--- config.mk ---
export PLATFORM = sky130hd
export DESIGN_NAME = cv32e40p_lce_ctrl
export DESIGN_NICKNAME = d
export VERILOG_FILES = /design/src/rtl/cv32e40p_lce_ctrl.sv
export SDC_FILE = /design/constraint.sdc
export NUM_CORES = 1
export LEC_CHECK = 0
export ABC_AREA = 1
export CAP_MARGIN = 10
export CORE_ASPECT_RATIO = 0.7
export CORE_MARGIN = 3
export CORE_UTILIZATION = 30
export CTS_CLUSTER_SIZE = 20
export DETAILED_ROUTE_END_ITERATION = 8
export PLACE_DENSITY = 0.49
export SYNTH_ARGS = -nofsm -noshare
export SYNTH_HDL_FRONTEND = slang
export SYNTH_SLANG_ARGS = --single-unit
--- constraint.sdc ---
create_clock -name clk -period 2.6 [get_ports clk]
set_input_delay 0.65 -clock clk [delete_from_list [all_inputs] [get_ports clk]]
set_output_delay 0.65 -clock clk [all_outputs]
set_load 0.01 [all_outputs]
--- src/rtl/cv32e40p_lce_ctrl.sv ---
// LCE watchdog control: instruction-driven decrement prescaler, config/status
// registers, and alarm -> interrupt -> halt escalation state machine.
module cv32e40p_lce_ctrl #(
    parameter int PRESCALE_W = 16,
    parameter int ESC_CYCLES = 64,
    parameter int CNT_W      = 8
) (
    input  logic        clk,
    input  logic        rst_n,
    input  logic        cfg_we_i,
    input  logic [1:0]  cfg_addr_i,
    input  logic [31:0] cfg_wdata_i,
    output logic [31:0] cfg_rdata_o,
    input  logic        instr_valid_i,
    input  logic        alarm_i,
    output logic        decrement_o,
    output logic        irq_o,
    input  logic        irq_ack_i,
    output logic        halt_req_o
);

    localparam int GW = $clog2(ESC_CYCLES + 1);

    typedef enum logic [1:0] {
        ST_IDLE  = 2'd0,
        ST_ARMED = 2'd1,
        ST_ALERT = 2'd2,
        ST_HALT  = 2'd3
    } state_t;

    state_t                r_state;
    state_t                w_state_nxt;
    logic [2:0]            r_ctrl;
    logic [2:0]            w_ctrl_nxt;
    logic [PRESCALE_W-1:0] r_prescale;
    logic [PRESCALE_W-1:0] r_pcnt;
    logic                  r_alarm_flag;
    logic [CNT_W-1:0]      r_acount;
    logic [GW-1:0]         r_grace;
    logic                  r_alarm_q;
    logic                  r_dec;
    logic                  r_irq;
    logic                  r_halt;

    logic        w_wr_ctrl;
    logic        w_wr_presc;
    logic        w_wr_acnt;
    logic        w_status_clr;
    logic        w_alarm_rise;
    logic        w_grace_done;
    logic        w_esc;
    logic        w_dec_fire;
    logic [31:0] w_rdata;
    logic        w_unused_wdata;

    assign w_wr_ctrl      = cfg_we_i && (cfg_addr_i == 2'd0);
    assign w_wr_presc     = cfg_we_i && (cfg_addr_i == 2'd1);
    assign w_status_clr   = cfg_we_i && (cfg_addr_i == 2'd2) && cfg_wdata_i[4];
    assign w_wr_acnt      = cfg_we_i && (cfg_addr_i == 2'd3);
    assign w_ctrl_nxt     = w_wr_ctrl ? cfg_wdata_i[2:0] : r_ctrl;
    assign w_alarm_rise   = alarm_i && !r_alarm_q;
    // Done one cycle early so HALT is entered on the edge the counter hits 0.
    assign w_grace_done   = (r_grace <= GW'(1));
    assign w_unused_wdata = ^cfg_wdata_i;

    always_ff @(posedge clk or negedge rst_n) begin
        if (!rst_n) begin
            r_state <= ST_IDLE;
        end else begin
            r_state <= w_state_nxt;
        end
    end

    always_comb begin
        w_state_nxt = r_state;
        if (!w_ctrl_nxt[0]) begin
            w_state_nxt = ST_IDLE;
        end else begin
            case (r_state)
                ST_IDLE:  w_state_nxt = ST_ARMED;
                ST_ARMED: if (w_alarm_rise) w_state_nxt = ST_ALERT;
                ST_ALERT: begin
                    if (irq_ack_i) begin
                        w_state_nxt = ST_ARMED;
                    end else if (w_grace_done && w_ctrl_nxt[2]) begin
                        w_state_nxt = ST_HALT;
                    end
                end
                ST_HALT:  if (w_status_clr) w_state_nxt = ST_ARMED;
                default:  w_state_nxt = ST_IDLE;
            endcase
        end
    end

    assign w_esc      = (r_state == ST_ARMED) && (w_state_nxt == ST_ALERT);
    assign w_dec_fire = (r_state == ST_ARMED) && (w_state_nxt == ST_ARMED) &&
                        instr_valid_i && (r_pcnt == r_prescale);

    always_ff @(posedge clk or negedge rst_n) begin
        if (!rst_n) begin
            r_ctrl       <= '0;
            r_prescale   <= '0;
            r_pcnt       <= '0;
            r_alarm_flag <= 1'b0;
            r_acount     <= '0;
            r_grace      <= '0;
            r_alarm_q    <= 1'b0;
            r_dec        <= 1'b0;
            r_irq        <= 1'b0;
            r_halt       <= 1'b0;
        end else begin
            r_ctrl    <= w_ctrl_nxt;
            r_alarm_q <= alarm_i;
            r_dec     <= w_dec_fire;
            r_irq     <= ((w_state_nxt == ST_ALERT) || (w_state_nxt == ST_HALT)) && w_ctrl_nxt[1];
            r_halt    <= (w_state_nxt == ST_HALT);

            if (w_wr_presc) begin
                r_prescale <= cfg_wdata_i[PRESCALE_W-1:0];
            end

            if ((r_state != ST_ARMED) || w_wr_presc) begin
                r_pcnt <= '0;
            end else if (instr_valid_i) begin
                r_pcnt <= (r_pcnt == r_prescale) ? '0 : r_pcnt + PRESCALE_W'(1);
            end

            if (w_esc) begin
                r_alarm_flag <= 1'b1;
            end else if (w_status_clr) begin
                r_alarm_flag <= 1'b0;
            end

            if (w_wr_acnt) begin
                r_acount <= '0;
            end else if (w_esc && (r_acount != {CNT_W{1'b1}})) begin
                r_acount <= r_acount + CNT_W'(1);
            end

            if (w_esc) begin
                r_grace <= GW'(ESC_CYCLES);
            end else if ((r_state == ST_ALERT) && (r_grace != '0)) begin
                r_grace <= r_grace - GW'(1);
            end
        end
    end

    always_comb begin
        w_rdata = '0;
        case (cfg_addr_i)
            2'd0: w_rdata[2:0] = r_ctrl;
            2'd1: w_rdata[PRESCALE_W-1:0] = r_prescale;
            2'd2: begin
                w_rdata[1:0] = r_state;
                w_rdata[4]   = r_alarm_flag;
            end
            default: w_rdata[CNT_W-1:0] = r_acount;
        endcase
    end

    assign cfg_rdata_o = w_rdata;
    assign decrement_o = r_dec;
    assign irq_o       = r_irq;
    assign halt_req_o  = r_halt;

endmodule

Word level (Yosys, flattened, before mapping) --
Index checks and enable logic that the tools add are counted. Widths: inputs -> output; s select.
Word-level totals: input port bits 40, word-level logic and storage cells 74, bits in registers 57
Cells by class: mux-type cells 22, order comparisons 1, $add $sub $neg 3, eq/ne operators 12, reductions and logical operators 25
Operators by type and width (number):
- $mux 16 | 3
- $mux 8 | 3
- $add 16x1->16 const B | 1
- $eq 16x16->1 | 1
- $logic_and 1x1->1 | 14
- $mux 7 | 2
- $eq 2x2->1 const B | 6
- $mux 2 | 5
- $add 8x1->8 const B | 1
- $ne 8x8->1 const B | 1
- $pmux 2 s4 | 1
- $reduce_bool 2->1 | 4
- $le 7x1->1 const B | 1
- $reduce_bool 7->1 | 1
- $sub 7x1->7 const B | 1
- $eq 2x1->1 const B | 3
- $pmux 1 s3 | 2
- $pmux 2 s3 | 1
- $pmux 3 s2 | 1
- $logic_not 2->1 | 2
- $mux 3 | 1
- $logic_or 1x1->1 | 2
- $mux 1 | 2
- $ne 2x1->1 const B | 1
- other kinds (3) | 3

Logic depth before layout (Yosys ltp) --
Gate-level depths: netlist of run 1.
depth in word-level cells 13, gate-level depth with buffers 10, depth with buffers taken out 10

Worst setup path before layout of run 1 --
Ideal clock, no wire load.
path kind input port to output port, start input cfg_addr_i[0], end output cfg_rdata_o[5], arrival 1.270 ns, data required time 1.950 ns, stages 5, slack 0.680 ns, cells stage by stage inv_2 nor2_4 inv_1 clkbuf_1 o22ai_1
Between the ends: word-level cells in the longest chain between the ends 3
RTL lines:
- from (decl) | RTL line 11 | input logic [1:0] cfg_addr_i,
- $eq 2x2->1 or $logic_not 2->1 (tied branches) | RTL line 150 | case (cfg_addr_i)
- $reduce_or 2->1 (no source line)
- $pmux 3 s2 (*) | RTL line 150
- to (decl) | RTL line 13 | output logic [31:0] cfg_rdata_o,
Every way passes the cells marked *; elsewhere a longest branch is shown, timed or not.

Final worst setup path of run 1 --
start input cfg_addr_i[1], end output cfg_rdata_o[14]
Between the ends: word-level cells in the longest chain between the ends 2
RTL lines (RTL line):
- $eq 2x1->1 | 150
- $mux 8 | 150
Every way passes these cells.

==> impl_results.md, run 1 <==
* Power, Total at around 0.0031 W
* Clock Sinks at 57
* Die Ht at 97.5 microns
* Initial Util at between 30% and 40%
* Dpl hpwl at 6880 microns
* Final GP Congestion at 0.813
* Vias/cell at around 4.4
* First-pass GRT wire length at 15,300 microns
* Largest net degree at the start of global routing at 31
* Max Clk Rate at roughly 420 MHz
* Grt total ovfl at 0
* IO Port Bufs at between 40 and 50
* Critical path capture point type: primary output
* Die ar. at 0.0133 sq mm
* Synth Register Bits at 57
* Post-synth EDFFs at 0
* Final Max Tran Viols at 0
* Sw Pwr at 0.000955 W
* Clk pwr share at between 40% and 50%
* Peak VDD IR at around 330 uV
* Htree depth at 3
* Final cycle utilization of the critical path at roughly nine tenths
* Gate power share at 21.8%
* Core Box Area at 0.0113 sq mm
* Worst skew pair latency at 0.33 ns
* Tot GR Track Use at 14.6%
* Synth area leader: dfrtp_1
* Routed len/inst at approximately 13 microns
* Post-DRT Antenna Nets at 0
* Maxcap violations at 0
* Netlist cell types at 40
* CP max stage cell: dlygate4sd2_1
* Worst R2R Path Depth at 9
* Hold Crit Class: in2async
* Pwr dens at about 700 mW/mm^2
* Internal power at 0.00211 W
* Crit. Startpoint: cfg_addr_i[1]
* Post-synth top cells: nand2_1, inv_1, nor2_1
* Die width at between 100 and 150 microns
* Top-count cell post-synth: nand2_1
* Syn avg cell area at 7.17 sq um
* Synth-to-layout area growth at 25.2%
* Leakage at 2.31 nW
* Detailed Route WL at 9130 microns
* Outcome: complete, no violations
* Cell Chain, Critical Path: dlygate4sd2_1, nor2_4, inv_2, buf_4, nor2_1, clkdlybuf4s15_2
* Fin nets at 600
* Setup tns final at 0 ns
* Worst EP arrival at between 1.5 and 2 ns
* Reg power frac at between 30% and 40%
* Cts hold-fix bufs at 0
* Critical path depth in cells at 6
* Initial antenna violation count at 0
* DR pass1 iterations at 5
* Gate Count Post-Synth at 501
* Min Tclk post-route at 2.36 ns
* 1st-iter DRT viols at 215
* Post-Layout Cell Count at 713
* WP buf/inv at 4
* Crit-path max FO at 8
* DR vias at 3,159
* Fill cells at 1,187
* Largest cells by area after synthesis: dfrtp_1, nand2_1, inv_1, nor2_1, xor2_1
* Switching share of power at 31.2%
* CP delay by family, top: buffers and inverters
* Reg2reg start: r_pcnt[6]
* Vias in the first global route at 3,011
* Critical path's largest stage delay at 0.30 ns
* Data required time of the worst path at 1.95 ns
* Post-route DRC at 0
* Mapped Area at 0.00359 sq mm
* Clk_skew at 0.00818 ns
* CTS root buffer: clkbuf_16
* Final setup viols at 0
* Setup CP Type: in2out
* RSZ-0062 raised after global routing: false
* Synth top area share at 39.7%
* Final Hold Viols at 0
* Ys flop type: dfrtp_1
* Ys async rst share at 100%
* CTS max path bufs at 2
* CTS tree: built
* Std-Cell Rows at 32
* Layout cell share with drive strength beyond 1 at between 10 and 15%
* N_diodes at 0
* Placed Cells at 697
* TritonCTS buffer count at 9
* Ports at 75
* Post-synthesis sequential area ratio at 39.7%
* Critical path startpoint category: primary input
* YS warnings at 0
* Worst-path clk slew at 0.05 ns
worst paths after layout:
path / endpoint / slack, ns
worst max-delay path: cfg_rdata_o[14] / 0.24
worst min register to register: r_alarm_flag / 0.51
worst max register to register: r_pcnt[5] / 0.77
worst min-delay path: r_grace[3] / 0.23
max in group asynchronous: r_pcnt[10] / 1.83
min in group clk: r_alarm_flag / 0.51
repair_timing:
| item | in CTS | in global routing |
|---|---|---|
| resized for setup | 30 | 6 |
| buffers inserted | 0 | 0 |
| endpoints found under the setup margin | 16 | 11 |
registers in the layout, summed over array words and instances (netlist names):
| name | cells |
|---|---|
| r_alarm_flag | 1 |
| r_acount | 8 |
| r_ctrl | 3 |
| r_grace | 7 |
| decrement_o | 1 |
| r_prescale | 16 |
| r_alarm_q | 1 |
| irq_o | 1 |
| r_state | 2 |
| halt_req_o | 1 |
| r_pcnt | 16 |
per-layer routing:
layer	part of all wire, %	global-route usage, %	up-vias
li1	-	-	1647
met1	54	22.8	1442
met2	40	19.0	68
met3	4.7	3.78	2
met4	0.54	4.42	0
met5	0	0	-
worst register-to-register path, cell delays in order, from the launching register on:
cell     delay (ns)
dfrtp_1        0.42
inv_1          0.10
nand2_1        0.06
nand2_1        0.05
nor2_1         0.16
nand2_1        0.11
nor2_1         0.14
nand2_1        0.32
nand2_1        0.26
a21oi_1        0.10
power by group through the flow:
stage               Clock [W]  Combinational [W]  Sequential [W]
floorplan                   0           0.000486         0.00113
global placement            0           0.000682         0.00117
detailed placement          0           0.000691         0.00117
CTS                   0.00127           0.000680         0.00116
global route          0.00131           0.000768         0.00118
finish                0.00123           0.000669         0.00116
through the flow:
| stage | setup slack, ns | hold slack, ns | cell area (sq um) | utilization (%) |
|---|---|---|---|---|
| 6_report | 0.236 | 0.233 | 4500 | 39.7 |
| 5_1_grt | 0.144 | 0.248 | 4500 | 39.7 |
| 4_1_cts | 0.00334 | 0.238 | 4510 | 39.8 |
| 3_5_place_dp | -0.373 | 0.496 | 4200 | 37.0 |
| 3_3_place_gp | -0.359 | 0.493 | 4200 | 37.0 |
| 2_1_floorplan | 0.680 | 0.354 | 3650 | - |
placed cells by master (no fill, tap or decap), types with 8 or more instances in the layout:
cell	Yosys	layout
nand2_1	154	154
inv_1	64	62
nor2_1	59	59
dfrtp_1	57	57
nand3_1	27	27
clkdlybuf4s50_1	0	23
nand4_1	19	19
a21oi_1	18	18
xor2_1	17	17
conb_1	1	16
buf_4	16	12
clkbuf_16	0	9
o21ai_0	8	8
cell type report:
class,instances,area [sq um],area share (%)
clock buffers,11,253,5.62
repair buffers,55,507,11.3
flip-flops and latches,57,1430,31.7
clock inverters,5,62.6,1.39
multi-input cells,363,1800,40.0
inverters,69,259,5.76
well taps,153,191,4.26
logic make-up (layout without fill, tap and decap cells):
group	Yosys count	after routing	synth area share, %
simple gates	286	286	35.7
buf+inv	96	140	11.9
flops	57	57	39.7
compound gates	37	37	6.10
xor+xnor	18	18	4.39
fa+ha+maj	5	5	1.74
other cells	1	16	0.104
mux	1	1	0.314
Power figures use the tool's default switching activity.
==> run 2: changes to the inputs <==
Settings changed: ABC_AREA 1 to default, PLACE_DENSITY 0.49 to 0.5.
==> impl_results.md, run 2 <==
* Outcome: complete, no violations (unchanged)
* Placed inst area at 0.00390 sq mm (was 0.00420 sq mm)
* Tot GR Track Use at 14.0% (was 14.6%)
* Slew @ Worst Pin at 0.670 ns
* Ys async rst share at 100% (unchanged)
* Post-Layout Cell Count at 509 (was 713)
* Ys flop type: dfrtp_1 (unchanged)
* Switching share of power at 27.3% (was 31.2%)
* DR vias at 2,452 (was 3,159)
* Clock Sinks at 57 (unchanged)
* Post-route DRC at 0 (unchanged)
* Largest net degree at the start of global routing at 58 (was 31)
* Die Ht at 93.0 microns (was 97.5 microns)
* Fin nets at 418 (was 600)
* Initial antenna violation count at 0 (unchanged)
* YS warnings at 0 (unchanged)
* Die width at 130 microns (was 137 microns)
* Synth area leader: dfrtp_1 (unchanged)
* Mapped Area at 0.00324 sq mm (was 0.00359 sq mm)
* Min Tclk post-route at 2.52 ns (was 2.36 ns)
* Cell area after layout at 0.00422 sq mm (was 0.00450 sq mm)
* Top-count cell post-synth: dfrtp_1 (was nand2_1)
* Final GP Congestion at 0.815 (was 0.813)
* Gate power share at 19.8% (was 21.8%)
* Grt total ovfl at 0 (unchanged)
* Crit-path max FO at 5 (was 8)
* Dpl hpwl at 5850 microns (was 6880 microns)
* Setup CP Type: in2out (unchanged)
* First-pass GRT wire length at 13,100 microns (was 15,300 microns)
* Die ar. at 0.0121 sq mm (was 0.0133 sq mm)
* Post-synth EDFFs at 0 (unchanged)
* Vias in the first global route at 2,477 (was 3,011)
* Largest cells by area after synthesis: dfrtp_1, xnor2_1, mux2_2, buf_4, nor2_1 (was dfrtp_1, nand2_1, inv_1, nor2_1, xor2_1)
* Slew headroom at around 55%
* Critical path capture point type: primary output (unchanged)
* Data required time of the worst path at 1.95 ns (about the same)
* Pwr dens at 733 mW/mm^2 (was 681 mW/mm^2)
* Hold Crit Class: in2async (unchanged)
* Netlist cell types at 56 (was 40)
* RSZ-0062 raised after global routing: false (unchanged)
* Worst skew pair latency at 0.33 ns (about the same)
* Worst EP arrival at 1.87 ns (was 1.71 ns)
* 1st-iter DRT viols at 129 (was 215)
* Cts hold-fix bufs at 0 (unchanged)
* CTS tree: built (unchanged)
* Final setup viols at 0 (unchanged)
* Commonest non-fill, non-tap cell in the layout: dfrtp_1 (was nand2_1)
* Clk_skew at 0.00388 ns (was 0.00818 ns)
* Post-DRT Antenna Nets at 0 (unchanged)
* CTS root buffer: clkbuf_16 (unchanged)
* Routed len/inst at 15.6 microns (was 12.8 microns)
* Std-Cell Rows at 31 (was 32)
* Reg power frac at 38.0% (was 37.9%)
* Sw Pwr at 0.000844 W (was 0.000955 W)
* Gate Count Post-Synth at 306 (was 501)
* Leakage at 1.84 nW (was 2.31 nW)
* Synth Register Bits at 57 (unchanged)
* N_diodes at 0 (unchanged)
* Clk pwr share at 42.2% (was 40.3%)
* Htree depth at 3 (unchanged)
* Syn avg cell area at 10.6 sq um (was 7.17 sq um)
* Initial Util at 31.1% (was 31.7%)
* Core Box Area at 0.0104 sq mm (was 0.0113 sq mm)
* Ports at 75 (unchanged)
* IO Port Bufs at 42 (unchanged)
* CTS max path bufs at 2 (unchanged)
* Final cycle utilization of the critical path at 96.8% (was 90.9%)
* DR pass1 iterations at 4 (was 5)
* Maxcap violations at 0 (unchanged)
* Critical path startpoint category: primary input (unchanged)
* Worst-path clk slew at 0.05 ns (about the same)
* Cell Chain, Critical Path: clkdlybuf4s15_1, buf_4, mux4_2, dlygate4sd2_1 (was dlygate4sd2_1, nor2_4, inv_2, buf_4, nor2_1, clkdlybuf4s15_2)
* Final Max Tran Viols at 0 (unchanged)
* Layout cell share with drive strength beyond 1 at 18.8% (was 10.7%)
* Placed Cells at 493 (was 697)
* Max Clk Rate at 397 MHz (was 423 MHz)
* Detailed Route WL at 7950 microns (was 9130 microns)
* Post-synth top cells: dfrtp_1, nor2_1, xnor2_1 (was nand2_1, inv_1, nor2_1)
* Fill cells at 1,025 (was 1,187)
* TritonCTS buffer count at 9 (unchanged)
* WHS at 0.305 ns (was 0.233 ns)
* Post-synthesis sequential area ratio at 44.0% (was 39.7%)
* Vias/cell at 4.82 (was 4.43)
* Internal power at 0.00225 W (was 0.00211 W)
* Synth top area share at 44.0% (was 39.7%)
* Top flop regs: r_pcnt x16, r_prescale x16, r_acount x8 (unchanged)
* Peak VDD IR at 314 uV (was 330 uV)
* Critical path's largest stage delay at 0.48 ns (was 0.30 ns)
* Synth-to-layout area growth at 30.1% (was 25.2%)
* Final Hold Viols at 0 (unchanged)
* CP max stage cell: mux4_2 (was dlygate4sd2_1)
* Commonest cells after routing, fill and taps aside: dfrtp_1, nor2_1, xnor2_1, buf_4, clkdlybuf4s50_1 (was nand2_1, inv_1, nor2_1, dfrtp_1, nand3_1)
[run 2: cell families (layout without fill, tap and decap cells)]
| group | count (synthesis) | after routing | share of synthesized area, % |
|---|---|---|---|
| muxes | 27 | 27 | 9.84 |
| xor gates and xnor gates | 37 | 37 | 10.2 |
| adders and majority gates | 5 | 5 | 1.93 |
| AOI/OAI and AO/OA | 30 | 30 | 7.53 |
| other | 1 | 16 | 0.116 |
| and+or+nand+nor | 112 | 112 | 19.8 |
| buffers and inverters | 37 | 93 | 6.52 |
| DFF | 57 | 57 | 44.0 |
[run 2: cell type report]
type,count,area [sq um],area share [%]
clock buffer,13,270,6.41
timing repair buffer,67,594,14.1
tap,132,165,3.92
inverter,11,41.3,0.979
clock inverter,2,60.1,1.42
sequential,57,1430,33.8
multi-input combinational,227,1660,39.4
[run 2: final timing paths]
check | start | endpoint | slack (ns) | depth (start not counted)
worst max-delay path | cfg_addr_i[0] | cfg_rdata_o[0] | 0.08 | 4
worst min-delay path | rst_n | r_pcnt[12] | 0.31 | 2
worst max register to register | r_pcnt[11] | r_pcnt[10] | 0.60 | 5
worst min register to register | r_alarm_flag | r_alarm_flag | 0.51 | 1
max in group asynchronous | rst_n | r_grace[1] | 2.00 | 2
min in group clk | r_alarm_flag | r_alarm_flag | 0.51 | 1
[run 2: power groups by stage]
stage | registers, W | logic (W) | clock network, W
2_1_floorplan | 0.00114 | 0.000428 | 0
3_3_place_gp | 0.00118 | 0.000632 | 0
4_1_cts | 0.00117 | 0.000621 | 0.00134
6_report | 0.00118 | 0.000613 | 0.00130
3_5_place_dp | 0.00119 | 0.000633 | 0
5_1_grt | 0.00120 | 0.000688 | 0.00137
[run 2: metal layers]
layer	track usage, %	share of wire (%)	vias to the layer above
li1	-	-	1182
met5	0	0	-
met1	21.7	53	1183
met2	18.6	40	80
met3	4.39	6.7	7
met4	3.63	0.86	0
[run 2: repair_timing]
item	4_1_cts	5_1_grt
gates resized for setup	18	1
pin swaps	0	0
buffers inserted	1	0
endpoints found under the setup margin	17	2
[run 2: worst max-delay path, delay by kind of cell]
| family | cells | cell delay, ns |
|---|---|---|
| buffers and inverters | 3 | 0.73 |
| multiplexers | 1 | 0.48 |
[run 2: metrics by stage]
stage | utilization [%] | TNS (ns) | setup slack (ns) | total power (W)
after floorplan | - | 0 | 0.386 | 0.00157
after global placement | 37.4 | -7.69 | -0.404 | 0.00182
after detailed placement | 37.4 | -8.74 | -0.437 | 0.00182
after CTS | 40.4 | 0 | 0.0285 | 0.00313
after global routing | 40.4 | 0 | 0.00778 | 0.00326
final | 40.4 | 0 | 0.0836 | 0.00309
